File: src/rtl/stack_text_scheduler_if.sv
// rtl/stack_text_scheduler_if.sv - stack read port and text buffer write port bundle
interface stack_text_scheduler_if #(
  parameter int DATA_W = 16,
  parameter int TXT_AW = 6,
  parameter int AW     = 3
);
  logic [AW-1:0]     stk_rd_addr;
  logic [DATA_W-1:0] stk_rd_data;
  logic              txt_we;
  logic [TXT_AW-1:0] txt_addr;
  logic [5:0]        txt_char;

  modport master (
    output stk_rd_addr, txt_we, txt_addr, txt_char,
    input  stk_rd_data
  );

  modport slave (
    input  stk_rd_addr, txt_we, txt_addr, txt_char,
    output stk_rd_data
  );
endinterface

File: src/rtl/stack_text_scheduler.sv
// rtl/stack_text_scheduler.sv - per-frame stack-to-text refresh with double-dabble conversion
// Optional signed display with sign column: define STACK_TEXT_SIGNED_EN.
module stack_text_scheduler #(
  parameter int DEPTH  = 8,
  parameter int DATA_W = 16,
  parameter int DIGITS = 5,
  parameter int TXT_AW = 6
) (
  input  logic                          clk,
  input  logic                          reset,
  input  logic                          frame_start,
  input  logic [3:0]                    stack_depth,
  stack_text_scheduler_if.master        bus,
  output logic                          busy,
  output logic                          done,
  output logic                          overrun
);
`ifdef STACK_TEXT_SIGNED_EN
  localparam int CHARS = DIGITS + 1;
  localparam bit SGN   = 1'b1;
`else
  localparam int CHARS = DIGITS;
  localparam bit SGN   = 1'b0;
`endif
  localparam int AW = (DEPTH > 1) ? $clog2(DEPTH) : 1;
  localparam int CW = (CHARS > 1) ? $clog2(CHARS) : 1;
  localparam int NW = (DATA_W > 1) ? $clog2(DATA_W) : 1;
  localparam int BW = 4 * DIGITS;
  localparam logic [3:0] DEPTH_L = 4'(DEPTH);

  typedef enum logic [2:0] {IDLE, FETCH, WAIT, CONVERT, WRITE, DONE} state_t;

  state_t              state_q, state_d;
  logic [3:0]          entry_q, entry_d;
  logic [3:0]          depth_q, depth_d;
  logic [CW-1:0]       col_q, col_d;
  logic [NW-1:0]       cnt_q, cnt_d;
  logic [DATA_W-1:0]   bin_q, bin_d;
  logic [BW-1:0]       bcd_q, bcd_d;
  logic                sign_q, sign_d;
  logic                seen_q, seen_d;
  logic [AW-1:0]       addr_q, addr_d;
  logic                we_q, we_d;
  logic [TXT_AW-1:0]   taddr_q, taddr_d;
  logic [5:0]          char_q, char_d;
  logic                done_q, done_d;
  logic                ovr_q, ovr_d;

  logic [3:0]              entry_nx;
  logic [3:0]              dep_clamp;
  logic [3:0]              digit;
  logic [BW-1:0]           bcd_adj;
  logic [BW+DATA_W-1:0]    shifted;
  logic                    blank_row;
  logic [DATA_W-1:0]       rd_word;
  int                      didx;

  always_comb begin
    state_d   = state_q;
    entry_d   = entry_q;
    depth_d   = depth_q;
    col_d     = col_q;
    cnt_d     = cnt_q;
    bin_d     = bin_q;
    bcd_d     = bcd_q;
    sign_d    = sign_q;
    seen_d    = seen_q;
    addr_d    = addr_q;
    we_d      = 1'b0;
    taddr_d   = taddr_q;
    char_d    = char_q;
    done_d    = 1'b0;
    ovr_d     = ovr_q;
    entry_nx  = entry_q + 4'd1;
    dep_clamp = (stack_depth > DEPTH_L) ? DEPTH_L : stack_depth;
    digit     = 4'd0;
    bcd_adj   = bcd_q;
    shifted   = '0;
    blank_row = (entry_q >= depth_q);
    rd_word   = bus.stk_rd_data;
    didx      = 0;

    if (frame_start && state_q != IDLE) ovr_d = 1'b1;

    case (state_q)
      IDLE: begin
        if (frame_start) begin
          depth_d = dep_clamp;
          entry_d = 4'd0;
          col_d   = '0;
          seen_d  = 1'b0;
          addr_d  = '0;
          state_d = (dep_clamp == 4'd0) ? WRITE : FETCH;
        end
      end
      FETCH: state_d = WAIT;
      WAIT: begin
`ifdef STACK_TEXT_SIGNED_EN
        sign_d = rd_word[DATA_W-1];
        bin_d  = rd_word[DATA_W-1] ? (~rd_word + {{(DATA_W-1){1'b0}}, 1'b1}) : rd_word;
`else
        sign_d = 1'b0;
        bin_d  = rd_word;
`endif
        bcd_d   = '0;
        cnt_d   = '0;
        state_d = CONVERT;
      end
      CONVERT: begin
        for (int i = 0; i < DIGITS; i++) begin
          if (bcd_q[4*i +: 4] >= 4'd5) bcd_adj[4*i +: 4] = bcd_q[4*i +: 4] + 4'd3;
        end
        shifted        = {bcd_adj, bin_q} << 1;
        {bcd_d, bin_d} = shifted;
        cnt_d          = cnt_q + 1'b1;
        if (cnt_q == NW'(DATA_W - 1)) begin
          state_d = WRITE;
          col_d   = '0;
          seen_d  = 1'b0;
        end
      end
      WRITE: begin
        we_d    = 1'b1;
        taddr_d = TXT_AW'(int'(entry_q) * CHARS + int'(col_q));
        if (blank_row) begin
          char_d = 6'h00;
        end else if (SGN && col_q == '0) begin
          char_d = sign_q ? 6'h2D : 6'h00;
        end else begin
          didx  = CHARS - 1 - int'(col_q);
          digit = bcd_q[4*didx +: 4];
          // Last column always shows a digit so a zero value is visible.
          if (digit != 4'd0 || seen_q || col_q == CW'(CHARS - 1)) begin
            char_d = {2'b11, digit};
            seen_d = 1'b1;
          end else begin
            char_d = 6'h00;
          end
        end
        col_d = col_q + 1'b1;
        if (col_q == CW'(CHARS - 1)) begin
          col_d   = '0;
          seen_d  = 1'b0;
          entry_d = entry_nx;
          if (entry_nx == DEPTH_L) begin
            state_d = DONE;
          end else if (entry_nx < depth_q) begin
            addr_d  = AW'(entry_nx);
            state_d = FETCH;
          end else begin
            state_d = WRITE;
          end
        end
      end
      DONE: begin
        done_d  = 1'b1;
        state_d = IDLE;
      end
      default: state_d = IDLE;
    endcase
  end

  always_ff @(posedge clk) begin
    if (reset) begin
      state_q <= IDLE;
      entry_q <= '0;
      depth_q <= '0;
      col_q   <= '0;
      cnt_q   <= '0;
      bin_q   <= '0;
      bcd_q   <= '0;
      sign_q  <= 1'b0;
      seen_q  <= 1'b0;
      addr_q  <= '0;
      we_q    <= 1'b0;
      taddr_q <= '0;
      char_q  <= '0;
      done_q  <= 1'b0;
      ovr_q   <= 1'b0;
    end else begin
      state_q <= state_d;
      entry_q <= entry_d;
      depth_q <= depth_d;
      col_q   <= col_d;
      cnt_q   <= cnt_d;
      bin_q   <= bin_d;
      bcd_q   <= bcd_d;
      sign_q  <= sign_d;
      seen_q  <= seen_d;
      addr_q  <= addr_d;
      we_q    <= we_d;
      taddr_q <= taddr_d;
      char_q  <= char_d;
      done_q  <= done_d;
      ovr_q   <= ovr_d;
    end
  end

  assign bus.stk_rd_addr = addr_q;
  assign bus.txt_we      = we_q;
  assign bus.txt_addr    = taddr_q;
  assign bus.txt_char    = char_q;
  assign busy            = (state_q != IDLE);
  assign done            = done_q;
  assign overrun         = ovr_q;
endmodule

File: src/flat_wrapper.sv
// flat-port wrapper written by rule: the top's interface ports become plain ports
module stack_text_scheduler_flat 
#(
  parameter int DEPTH  = 8,
  parameter int DATA_W = 16,
  parameter int DIGITS = 5,
  parameter int TXT_AW = 6
)
  (clk, reset, frame_start, stack_depth, busy, done, overrun, bus_stk_rd_addr, bus_txt_we, bus_txt_addr, bus_txt_char, bus_stk_rd_data);
  stack_text_scheduler_if #(.DATA_W(DATA_W), .TXT_AW(TXT_AW)) bus_i ();
  input  logic clk;
  input  logic reset;
  input  logic frame_start;
  input  logic [3:0] stack_depth;
  output logic busy;
  output logic done;
  output logic overrun;
  output wire logic [$bits(bus_i.stk_rd_addr)-1:0] bus_stk_rd_addr;
  output wire logic [$bits(bus_i.txt_we)-1:0] bus_txt_we;
  output wire logic [$bits(bus_i.txt_addr)-1:0] bus_txt_addr;
  output wire logic [$bits(bus_i.txt_char)-1:0] bus_txt_char;
  input wire logic [$bits(bus_i.stk_rd_data)-1:0] bus_stk_rd_data;
  assign bus_stk_rd_addr = bus_i.stk_rd_addr;
  assign bus_txt_we = bus_i.txt_we;
  assign bus_txt_addr = bus_i.txt_addr;
  assign bus_txt_char = bus_i.txt_char;
  assign bus_i.stk_rd_data = bus_stk_rd_data;
  stack_text_scheduler #(.DEPTH(DEPTH), .DATA_W(DATA_W), .DIGITS(DIGITS), .TXT_AW(TXT_AW)) u_core (.clk(clk), .reset(reset), .frame_start(frame_start), .stack_depth(stack_depth), .bus(bus_i), .busy(busy), .done(done), .overrun(overrun));
endmodule
File: config.mk
export PLATFORM = sky130hd
export DESIGN_NAME = stack_text_scheduler_flat
export DESIGN_NICKNAME = d
export VERILOG_FILES = /design/src/rtl/stack_text_scheduler_if.sv /design/src/rtl/stack_text_scheduler.sv /design/src/flat_wrapper.sv
export SDC_FILE = /design/constraint.sdc
export NUM_CORES = 1
export LEC_CHECK = 0
export BUFFER_PORTS_ARGS = -buffer_cell sky130_fd_sc_hd__buf_2
export CAP_MARGIN = 40
export CORE_UTILIZATION = 64
export CTS_CLUSTER_SIZE = 20
export DETAILED_ROUTE_END_ITERATION = 16
export PLACE_DENSITY = 0.83
export SLEW_MARGIN = 20
export SYNTH_ARGS = -nofsm -noshare
export SYNTH_HDL_FRONTEND = slang
export SYNTH_SLANG_ARGS = --single-unit
File: constraint.sdc
create_clock -name clk -period 4.36 [get_ports clk]
set_input_delay 0.654 -clock clk [delete_from_list [all_inputs] [get_ports clk]]
set_output_delay 0.654 -clock clk [all_outputs]
set_load 0.005 [all_outputs]
* After elaboration in Yosys (flattened, before gate mapping) *
Cells that the tools add are included.

cells by class
  add/sub/neg operators = 10
  multiply operators = 1
  $lt $le $gt $ge = 8
  eq/ne operators = 15
  shift-type cells = 1
  muxes and demuxes = 37
  reductions and logical operators = 16

operator list
  cell                 count
  $pmux 20 s2          1
  $mux 3               13
  $pmux 16 s2          1
  $mux 4               7
  $ge 4x3->1 const B   5
  $shiftx 20x6->4      1
  $add 4x2->4 const B  4
  $pmux 4 s2           2
  $pmux 3 s5           1
  $mux 6               2
  $reduce_and 5->1     2
  $eq 3x3->1 const B   3
  $pmux 3 s3           1
  $reduce_and 3->1     3
  $add 4x1->4 const B  2
  $eq 4x4->1 const B   2
  $mux 1               7
  $add 6x4->6          1
  $eq 3x2->1 const B   2
  $mul 4x3->6 const B  1
  $ne 2x1->1 const B   3
  $pmux 3 s2           1
  $reduce_bool 3->1    2
  $ge 4x4->1           1
  17 further kinds     20

storage, ports and cells
  register bits after elaboration = 73
  input bits = 23
  output and inout bits = 19
  word-level logic and storage cells = 102

* Logic depth before layout (Yosys ltp) *
Gate-level depths: netlist (run 1).

  depth after elaboration = 9
  mapped depth = 9
  mapped depth without buffers = 8

* Worst setup path after synthesis (run 1) *
No wires, ideal clock.

  path type = register to register
  start point = reg u_core.entry_q[0]
  end point = reg u_core.taddr_q[5], in the netlist u_core.bus.txt_addr[5]
  library setup time = 0.086 ns
  arrival = 2.086 ns
  required time = 4.274 ns
  path slack = 2.188 ns
  stages on the path, launching flop included = 8
  buffers on the path = 0
  clock period less this slack = 2.172 ns
  path through = dfxtp_1 > ha_1 > ha_1 > fa_1 > a21o_1 > a21oi_1 > xnor2_1 > a211oi_1

on the way
  cells in the longest elaborated chain, start to end = 2

RTL lines
  what                      line                         text
  start: declaration        stack_text_scheduler.sv:34   logic [3:0] entry_q, entry_d;
  start signal: assignment  stack_text_scheduler.sv:182  entry_q <= entry_d;
  $mul 4x3->6               stack_text_scheduler.sv:124  taddr_d = TXT_AW'(int'(entry_q) * CHARS + int'(col_q));
  $add 6x4->6               stack_text_scheduler.sv:124
  end signal: assignment    stack_text_scheduler.sv:192  taddr_q <= taddr_d;
  end: declaration          stack_text_scheduler.sv:44   logic [TXT_AW-1:0] taddr_q, taddr_d;

No other way between the ends.
A chain may end at the register's enable or synchronous reset.

* Final worst setup path (run 1) *
  start point = reg u_core.state_q[0]
  end point = out busy

on the way
  cells in the longest elaborated chain, start to end = 1

RTL lines
  what                      line                         text
  start: declaration        stack_text_scheduler.sv:33   state_t state_q, state_d;
  start signal: assignment  stack_text_scheduler.sv:181  state_q <= state_d;
  $reduce_bool 3->1         stack_text_scheduler.sv:203  assign busy = (state_q != IDLE);
  end: declaration          flat_wrapper.sv:15           output logic busy;

No other way between the ends.

==> impl_metrics.toml, run 1 <==
[clock_tree]
insertion_delay_ns = 0.36
cts_buffers = 9
h-tree-depth = 3
cts_tree = "done"
post-cts-setup-buffers = 0
clk_pin_slew_ns = 0.08
ctsResizeCount = 0
clkSinkCount = 72
cts-hold-fix-buffers = 0
clockRootBuffer = "clkbuf_8"
cts.path.max_buffers = 2

[critical_path]
rr_endpoint = "u_core.bus.txt_char[2]$_SDFFE_PP0P_"
ff2ff_setup_slack_ns = 1.89
r2r_start = "u_core.state_q[0]$_SDFFE_PP0P_"
slowest_delay_ns = 0.82
crit_path_start_kind = "register"
path_cells = "buf_4 -> or3_1 -> buf_2"
crit_family = "flip-flops"
r2r_cells = 7
crit_slowest_cell = "dfxtp_1"
crit_required_ns = 3.71
end_kind = "output port"
worst-setup-path-type = "reg2out"
cp_max_fo = 19
cp.arrival_ns = 1.89
critical_path_buf_inv_count = 2

[hold_path]
holdPathStages = 2
hold_path_class = "reg2reg"
worst_hold_path.endpoint = "u_core.bin_q[0]$_SDFFE_PP0P_"
hp-start = "u_core.bin_q[0]$_SDFFE_PP0P_"

[drt]
drtPass1Iterations = 4
postRouteWirelength_mm = 8.917
postRouteAntennaNets = 0
drc_errors = 0
viasPerCell = 6.010
wl_per_cell_um = 15.32
drt_iter0_drc = 229
vias = 3498

[timing]
layout_setup_ws_ns = 1.817
fin_crit_sh_pct = 58.32
hold_ws_ns = 0.4544
finalSetupViolations = 0
tightestPinTransition_ns = 0.7561
setup_tns_ns = 0
min_period_ns = 2.543
hold_viol_final = 0
fmax_mhz = 393.3
skew_ns = 0.01043
maxSlewHeadroom_pct = 49.53
rsz0062_at_grt = "false"
slew_violations = 0

[global_routing]
grt_start_max_net_pins = 45
grt_pass1_vias = 3163
grt_util_all_layers_pct = 28.89
grt_pass1_wl_mm = 14.59
grt-ovfl-total = 0
antenna_found_initial = 0

[final_layout]
finalNetCount = 561
diodes = 0
seq_area_um2 = 1441
layout-drive-gt1-share_pct = 12.82
fin_util_pct = 74.27
stdcell_count = 582
final_area_um2 = 4449
multi_input_area_um2 = 2392
nFillCells = 454
area_growth_pct = 10.61

[yosys]
postSynthNetCount = 533
yosys_register_bits = 72
yosysSeqAreaShare_pct = 35.83
syn_area_um2 = 4023
yosysTopAreaCell = "dfxtp_1"
synth_commonest_cells = "dfxtp_1 (72), nor2_1 (58), a21oi_1 (42)"
synthTopCellsByArea = "dfxtp_1 (36%), ha_1 (11%), mux2i_1 (7.0%)"
synthArstFlopShare_pct = 0
synthFlopType = "dfxtp_1"
synth_top_area_share_pct = 35.83
synth_most_common_cell = "dfxtp_1"
yosys.cell_types.count = 48
synth_cells = 474
synth_edf_count = 0
ys.warnings.count = 0
synth_area_per_cell_um2 = 8.487

[place]
dpl-instance-area_um2 = 4245
port_buffers = 41
gp_congestion = 0.8139
preCtsSetupSlack_ns = 1.978
dp_hpwl_mm = 5.880
dp.cells = 566

[job]
maxCapViolCount = 0

[die]
die-area_um2 = 6606
die_w_um = 81.28
core_region_area_um2 = 5991
row_count = 28
initial_utilization_pct = 67.15
ios = 42
die_h_um = 81.28

[power]
leakagePower_nw = 1.789
p_per_area_nw_per_um2 = 323.5
fin_total_pwr_mw = 1.439
ir_drop_uv = 215.9

[run_status]
status = "finished, final reports clean"
cell type report:
class	count	area share (%)
Multi-Input combinational cell	354	53.77
Sequential cell	72	32.40
Timing Repair Buffer	46	5.540
Clock buffer	9	2.784
Tap cell	75	2.109
Clock inverter	7	1.800
Inverter	19	1.603
logic make-up (layout without fill, tap and decap cells):
logic type / Yosys count / in the layout / share of synthesized area [%]
buffers and inverters: 48 / 81 / 4.759
AO/OA/AOI/OAI: 123 / 123 / 19.35
multiplexers: 28 / 28 / 6.967
flip-flops: 72 / 72 / 35.83
XOR/XNOR: 16 / 16 / 3.484
AND/OR/NAND/NOR: 151 / 151 / 18.23
adder cells (fa/ha/maj): 36 / 36 / 11.38
placed cells by master, fill, tap and decap left out, types with 9 or more instances in the layout:
| cell | count |
|---|---|
| dfxtp_1 | 72 |
| ha_1 | 35 |
| nor3_1 | 11 |
| xnor2_1 | 11 |
| inv_1 | 19 |
| nand3_1 | 13 |
| buf_2 | 41 |
| nand2_1 | 31 |
| a211oi_1 | 19 |
| o21ai_0 | 14 |
| a21oi_1 | 42 |
| nor3b_1 | 10 |
| mux2i_1 | 28 |
| nor2_1 | 58 |
| a22oi_1 | 14 |
| clkbuf_8 | 9 |
registers in the layout (all words and copies together) (netlist names):
signal                  count
u_core.bcd_q               20
u_core.bin_q               16
u_core.bus.stk_rd_addr      3
u_core.bus.txt_addr         6
u_core.bus.txt_char         5
u_core.bus.txt_we           1
u_core.cnt_q                4
u_core.col_q                3
u_core.depth_q              4
u_core.done                 1
u_core.entry_q              4
u_core.overrun              1
u_core.seen_q               1
u_core.state_q              3
worst max-delay path by stage:
stage	slack (ns)	from	cells after the start	endpoint
floorplan	2.19	u_core.entry_q[0]$_SDFFE_PP0P_	7	u_core.bus.txt_addr[5]$_SDFFE_PP0P_
global placement	1.95	u_core.state_q[0]$_SDFFE_PP0P_	7	u_core.bus.txt_char[2]$_SDFFE_PP0P_
detailed placement	1.98	u_core.col_q[0]$_SDFFE_PP0P_	7	u_core.seen_q$_SDFFE_PP0P_
CTS	1.81	u_core.state_q[0]$_SDFFE_PP0P_	3	busy
global route	1.70	u_core.state_q[0]$_SDFFE_PP0P_	3	busy
finish	1.82	u_core.state_q[0]$_SDFFE_PP0P_	3	busy
power breakdown:
group | internal, mW | leakage (nW) | total, mW | switching (mW)
combinational | 0.0719 | 1.11 | 0.177 | 0.105
clock | 0.270 | 0.0964 | 0.552 | 0.282
sequential | 0.684 | 0.583 | 0.711 | 0.0265
worst min-delay path, delay by kind of cell (launching register included):
kind | cells | cell delay [ns]
flops | 1 | 0.32
simple gates | 1 | 0.05
compound gates | 1 | 0.05
per-layer routing:
layer	wire (um)	part of all wire (%)	global-route usage [%]
met5	0	0	0
met4	150	1.7	15.54
met3	476	5.3	5.618
met2	4085	46	44.50
met1	4204	47	37.84
(Power assumes the default switching activity.)
==> run 2: changes to the inputs <==
CORE_UTILIZATION = 53   (was 64)
PLACE_DENSITY = 0.73   (was 0.83)
clock period = 2.1 ns   (was 4.36 ns; I/O delays follow)
==> impl_metrics.toml, run 2 (synthesized netlist as in run 1, its figures left out) <==
[run_status]
status = "finished, final reports clean"

[final_layout]
fin_util_pct = 66.35
area_growth_pct = 20.28
regMostFlops = "u_core.bcd_q"
largest_register_ffs = 20
mostFrequentLayoutCell = "dfxtp_1"
layout-drive-gt1-share_pct = 22.31
final_cell_mix = "dfxtp_1 (67), nor2_1 (58), buf_2 (41)"
finalNetCount = 583
diodes = 0

[drt]
postRouteAntennaNets = 0
viasPerCell = 5.667
drc_errors = 0
wl_per_cell_um = 14.62
drt_iter0_drc = 204
postRouteWirelength_mm = 9.179
vias = 3559
drtPass1Iterations = 4

[critical_path]
path_cells = "buf_6 -> buf_6 -> inv_2 -> ha_4 -> nand2b_4 -> a211o_1 -> a211oi_2 -> buf_4 -> nand3_2 -> a21oi_2"
cp.arrival_ns = 2.34
end_kind = "register"
slowest_delay_ns = 0.36
crit_path_start_kind = "register"
worst-setup-path-type = "reg2reg"
crit_slowest_cell = "dfxtp_4"
crit_path_frequent_cell = "buf_6"
crit_required_ns = 2.40
cp_max_fo = 5
crit_family = "compound AO/OA/AOI/OAI gates"
critical_path_buf_inv_count = 4

[die]
initial_utilization_pct = 55.16
row_count = 31
die_w_um = 89.12
die_h_um = 89.12
ios = 42
core_region_area_um2 = 7292
die-area_um2 = 7942

[clock_tree]
cts_buffers = 9
cts_tree = "done"
clockRootBuffer = "clkbuf_8"
h-tree-depth = 3
post-cts-setup-buffers = 0
insertion_delay_ns = 0.37
cts-hold-fix-buffers = 0
clk_pin_slew_ns = 0.08
cts.path.max_buffers = 2
clkSinkCount = 72

[timing]
min_period_ns = 2.040
fmax_mhz = 490.2
maxSlewHeadroom_pct = 65.81
tightestPinTransition_ns = 0.5106
hold_viol_final = 0
rsz0062_at_grt = "true"
layout_setup_ws_ns = 0.05994
finalSetupViolations = 0
slew_violations = 0
hold_ws_ns = 0.2141
skew_ns = 0.006710
fin_crit_sh_pct = 97.15
setup_tns_ns = 0

[global_routing]
antenna_found_initial = 0
grt_pass1_wl_mm = 14.78
grt_start_max_net_pins = 35
grt_util_all_layers_pct = 24.27
grt-ovfl-total = 0
grt_pass1_vias = 3233

[place]
preCtsSetupSlack_ns = -0.1136
gp_congestion = 0.8381
dp_hpwl_mm = 6.383
port_buffers = 41

[hold_path]
hold_path_class = "in2reg"

[power]
leakagePower_nw = 1.942
p_per_area_nw_per_um2 = 647.7
ir_drop_uv = 416.2

[job]
maxCapViolCount = 0
## run 2: changes by cell type in the layout (fill, tap and decap cells not counted), moves of 3 or more
| cell | before | now |
|---|---|---|
| dfxtp_1 | 72 | 67 |
| ha_4 | 0 | 4 |
| a21oi_1 | 42 | 36 |
| dfxtp_4 | 0 | 3 |
| buf_4 | 4 | 25 |
| ha_1 | 35 | 29 |
| a21oi_2 | 0 | 6 |
## run 2: per-layer routing
metal,up-vias,GRT usage [%],wire length [um]
met5,-,0,0
met4,0,9.957,194
met3,19,5.633,331
met2,62,40.11,4354
met1,1694,30.54,4298
li1,1784,-,-
## run 2: layout make-up
class / instances / area (um2)
Multi-Input combinational cell: 354 / 2546
Tap cell: 99 / 123.9
Sequential cell: 72 / 1455
Clock inverter: 7 / 102.6
Clock buffer: 9 / 123.9
Inverter: 19 / 71.32
Fill cell: 645 / 2454
Timing Repair Buffer: 68 / 415.4
## run 2: through the flow
stage | power [mW] | std cells | instance area [um2]
global route | 3.276 | 628 | 4838
CTS | 3.145 | 628 | 4700
detailed placement | 1.885 | 612 | 4439
floorplan | 1.770 | 474 | 4025
global placement | 1.873 | 612 | 4439
finish | 3.134 | 628 | 4838
## run 2: final timing paths
path | to | startpoint | cells past startpoint | slack (ns)
setup / recovery | u_core.bus.txt_char[1]$_SDFFE_PP0P_ | u_core.entry_q[0]$_SDFFE_PP0P_ | 10 | 0.06
hold / removal | u_core.bin_q[0]$_SDFFE_PP0P_ | bus_stk_rd_data[0] | 3 | 0.21
setup reg to reg | u_core.bus.txt_char[1]$_SDFFE_PP0P_ | u_core.entry_q[0]$_SDFFE_PP0P_ | 10 | 0.06
hold reg to reg | u_core.bus.txt_addr[2]$_SDFFE_PP0P_ | u_core.bus.txt_addr[2]$_SDFFE_PP0P_ | 2 | 0.46
## run 2: tightest hold or removal path, stage by stage
cell	delay [ns]
buf_2	0.09
nand3b_1	0.06
a21oi_1	0.06
## run 2: report_power, final
part           total [mW]  switching [mW]  internal, mW
Sequential           1.46          0.0419          1.42
Combinational       0.406           0.234         0.172
Clock                1.27           0.589         0.681
## run 2: what timing repair did
| action | CTS | global route |
|---|---|---|
| gates resized for setup | 8 | 28 |
| pin swaps | 1 | 10 |
| endpoints found under the setup margin | 8 | 12 |
==> run 3: changes to the inputs <==
ABC_AREA = 1   (was unset)
==> impl_metrics.toml, run 3 <==
[yosys]
synthTopCellsByArea = "dfxtp_1 (35%), nand2_1 (14%), ha_1 (11%)"
synth-compound-area-share_pct = 13.72
synthFlopType = "dfxtp_1"
synth_cells = 575
postSynthNetCount = 634
synth_top_family_by_area = "simple AND/OR/NAND/NOR gates"
synth_commonest_cells = "nand2_1 (148), dfxtp_1 (72), inv_1 (59)"
yosys_register_bits = 72
ys.warnings.count = 0
yosysSeqAreaShare_pct = 35.44
synth_top_area_share_pct = 35.44
syn_area_um2 = 4068
synthArstFlopShare_pct = 0
yosys.area_share.simple_pct = 28.45
yosys.cell_types.count = 45
yosysTopAreaCell = "dfxtp_1"
synthMuxAreaShare_pct = 0
synth_xor_area_share_pct = 2.122
synth_edf_count = 0
synthAdderAreaFrac_pct = 11.26
synth_area_per_cell_um2 = 7.074
synth_most_common_cell = "nand2_1"

[final_layout]
mostFrequentLayoutCell = "nand2_1"
area_growth_pct = 13.07
nFillCells = 689
finalNetCount = 677
layout-drive-gt1-share_pct = 16.21
final_cell_mix = "nand2_1 (147), dfxtp_1 (70), inv_1 (59)"
stdcell_count = 722
regMostFlops = "u_core.bcd_q"
largest_register_ffs = 20
diodes = 0
fin_util_pct = 62.74

[power]
ir_drop_uv = 574.4
p_per_area_nw_per_um2 = 901.4
leakagePower_nw = 2.140

[critical_path]
crit_required_ns = 2.40
end_kind = "register"
crit_path_frequent_cell = "nand2_2"
path_cells = "nand3_1 -> xnor2_2 -> ha_1 -> a21oi_1 -> o21ai_2 -> nand2_2 -> nand3_4 -> clkinv_2 -> nand2_2 -> a21oi_2"
worst-setup-path-type = "reg2reg"
cp_max_fo = 7
slowest_delay_ns = 0.48
crit_slowest_cell = "dfxtp_1"
crit_path_start_kind = "register"
cp.arrival_ns = 2.26

[die]
die-area_um2 = 8029
die_w_um = 89.61
core_region_area_um2 = 7331
row_count = 31
die_h_um = 89.61
initial_utilization_pct = 55.49
ios = 42

[clock_tree]
cts_buffers = 9
ctsResizeCount = 0
clk_pin_slew_ns = 0.08
clockRootBuffer = "clkbuf_8"
cts.path.max_buffers = 2
cts_tree = "done"
clkSinkCount = 72
post-cts-setup-buffers = 0
cts-hold-fix-buffers = 0
insertion_delay_ns = 0.36
h-tree-depth = 3

[timing]
fin_crit_sh_pct = 93.27
skew_ns = 0.01219
layout_setup_ws_ns = 0.1414
maxSlewHeadroom_pct = 64.34
tightestPinTransition_ns = 0.5349
hold_ws_ns = 0.1970
finalSetupViolations = 0
min_period_ns = 1.959
fmax_mhz = 510.6
hold_viol_final = 0
slew_violations = 0

[drt]
postRouteWirelength_mm = 8.670
drc_errors = 0
vias = 3728
postRouteAntennaNets = 0
wl_per_cell_um = 12.01
drtPass1Iterations = 4
drt_iter0_drc = 172
viasPerCell = 5.163

[global_routing]
grt_util_all_layers_pct = 22.27
met1_usage_pct = 27.14
grt_pass1_wl_mm = 13.81
met3_usage_pct = 4.753
busiest_layer = "met2"
antenna_found_initial = 0
use_met2_pct = 38.09
grt_start_max_net_pins = 48
grt-ovfl-total = 0
grt_pass1_vias = 3213

[place]
dp_hpwl_mm = 6.041
port_buffers = 41
preCtsSetupSlack_ns = 0.06346
gp_congestion = 0.8206
dp.cells = 706

[run_status]
status = "finished, final reports clean"

[job]
maxCapViolCount = 0

[hold_path]
hold_path_class = "in2reg"
-- run 3: layout make-up --
class                   count  area, um2  share of cell area, %
clock buffers               9      123.9                  2.693
inverters                  71      276.5                  6.012
repair buffers             52      287.8                  6.257
flip-flops and latches     72       1444                  31.39
clock inverters             7      75.07                  1.632
multi-input cells         412       2268                  49.32
well taps                  99      123.9                  2.693
-- run 3: kinds of logic after synthesis --
kind of cell	Yosys count
adders and majority gates	36
xor gates and xnor gates	9
AOI/OAI and AO/OA	101
and+or+nand+nor	266
buffers and inverters	91
DFF	72
-- run 3: worst paths after layout --
check                           slack, ns                           start                                endpoint  depth (start not counted)
worst max-delay path                 0.14  u_core.entry_q[1]$_SDFFE_PP0P_  u_core.bus.stk_rd_addr[2]$_SDFFE_PP0P_                         10
worst min-delay path                 0.20             bus_stk_rd_data[14]           u_core.bin_q[14]$_SDFFE_PP0P_                          3
worst max register to register       0.14  u_core.entry_q[1]$_SDFFE_PP0P_  u_core.bus.stk_rd_addr[2]$_SDFFE_PP0P_                         10
worst min register to register       0.47   u_core.bin_q[15]$_SDFFE_PP0P_            u_core.bcd_q[0]$_SDFFE_PP0P_                          2
-- run 3: through the flow --
stage	TNS, ns	instance area [um2]	total power [mW]
finish	0	4599	4.146
global route	-0.004591	4599	4.436
CTS	0	4584	4.148
detailed placement	0	4385	3.009
global placement	0	4385	2.976
floorplan	0	4068	2.673
-- run 3: layer usage --
layer / part of all wire, % / wire length [um]
met5: 0 / 0
met4: 1.3 / 110
met3: 3.8 / 332
met2: 49 / 4222
met1: 46 / 4005
-- run 3: report_power, final --
| part | switching [mW] | internal [mW] | leakage (nW) |
|---|---|---|---|
| Combinational | 0.892 | 0.463 | 1.45 |
| Sequential | 0.117 | 1.53 | 0.584 |
| Clock | 0.587 | 0.559 | 0.104 |
-- run 3: worst max-delay path: cells and delay by family (launching register included) --
family | cells | cell delay [ns]
fa+ha+maj | 1 | 0.33
compound gates | 3 | 0.41
xor+xnor | 1 | 0.18
simple gates | 4 | 0.42
buf+inv | 1 | 0.08
flops | 1 | 0.48
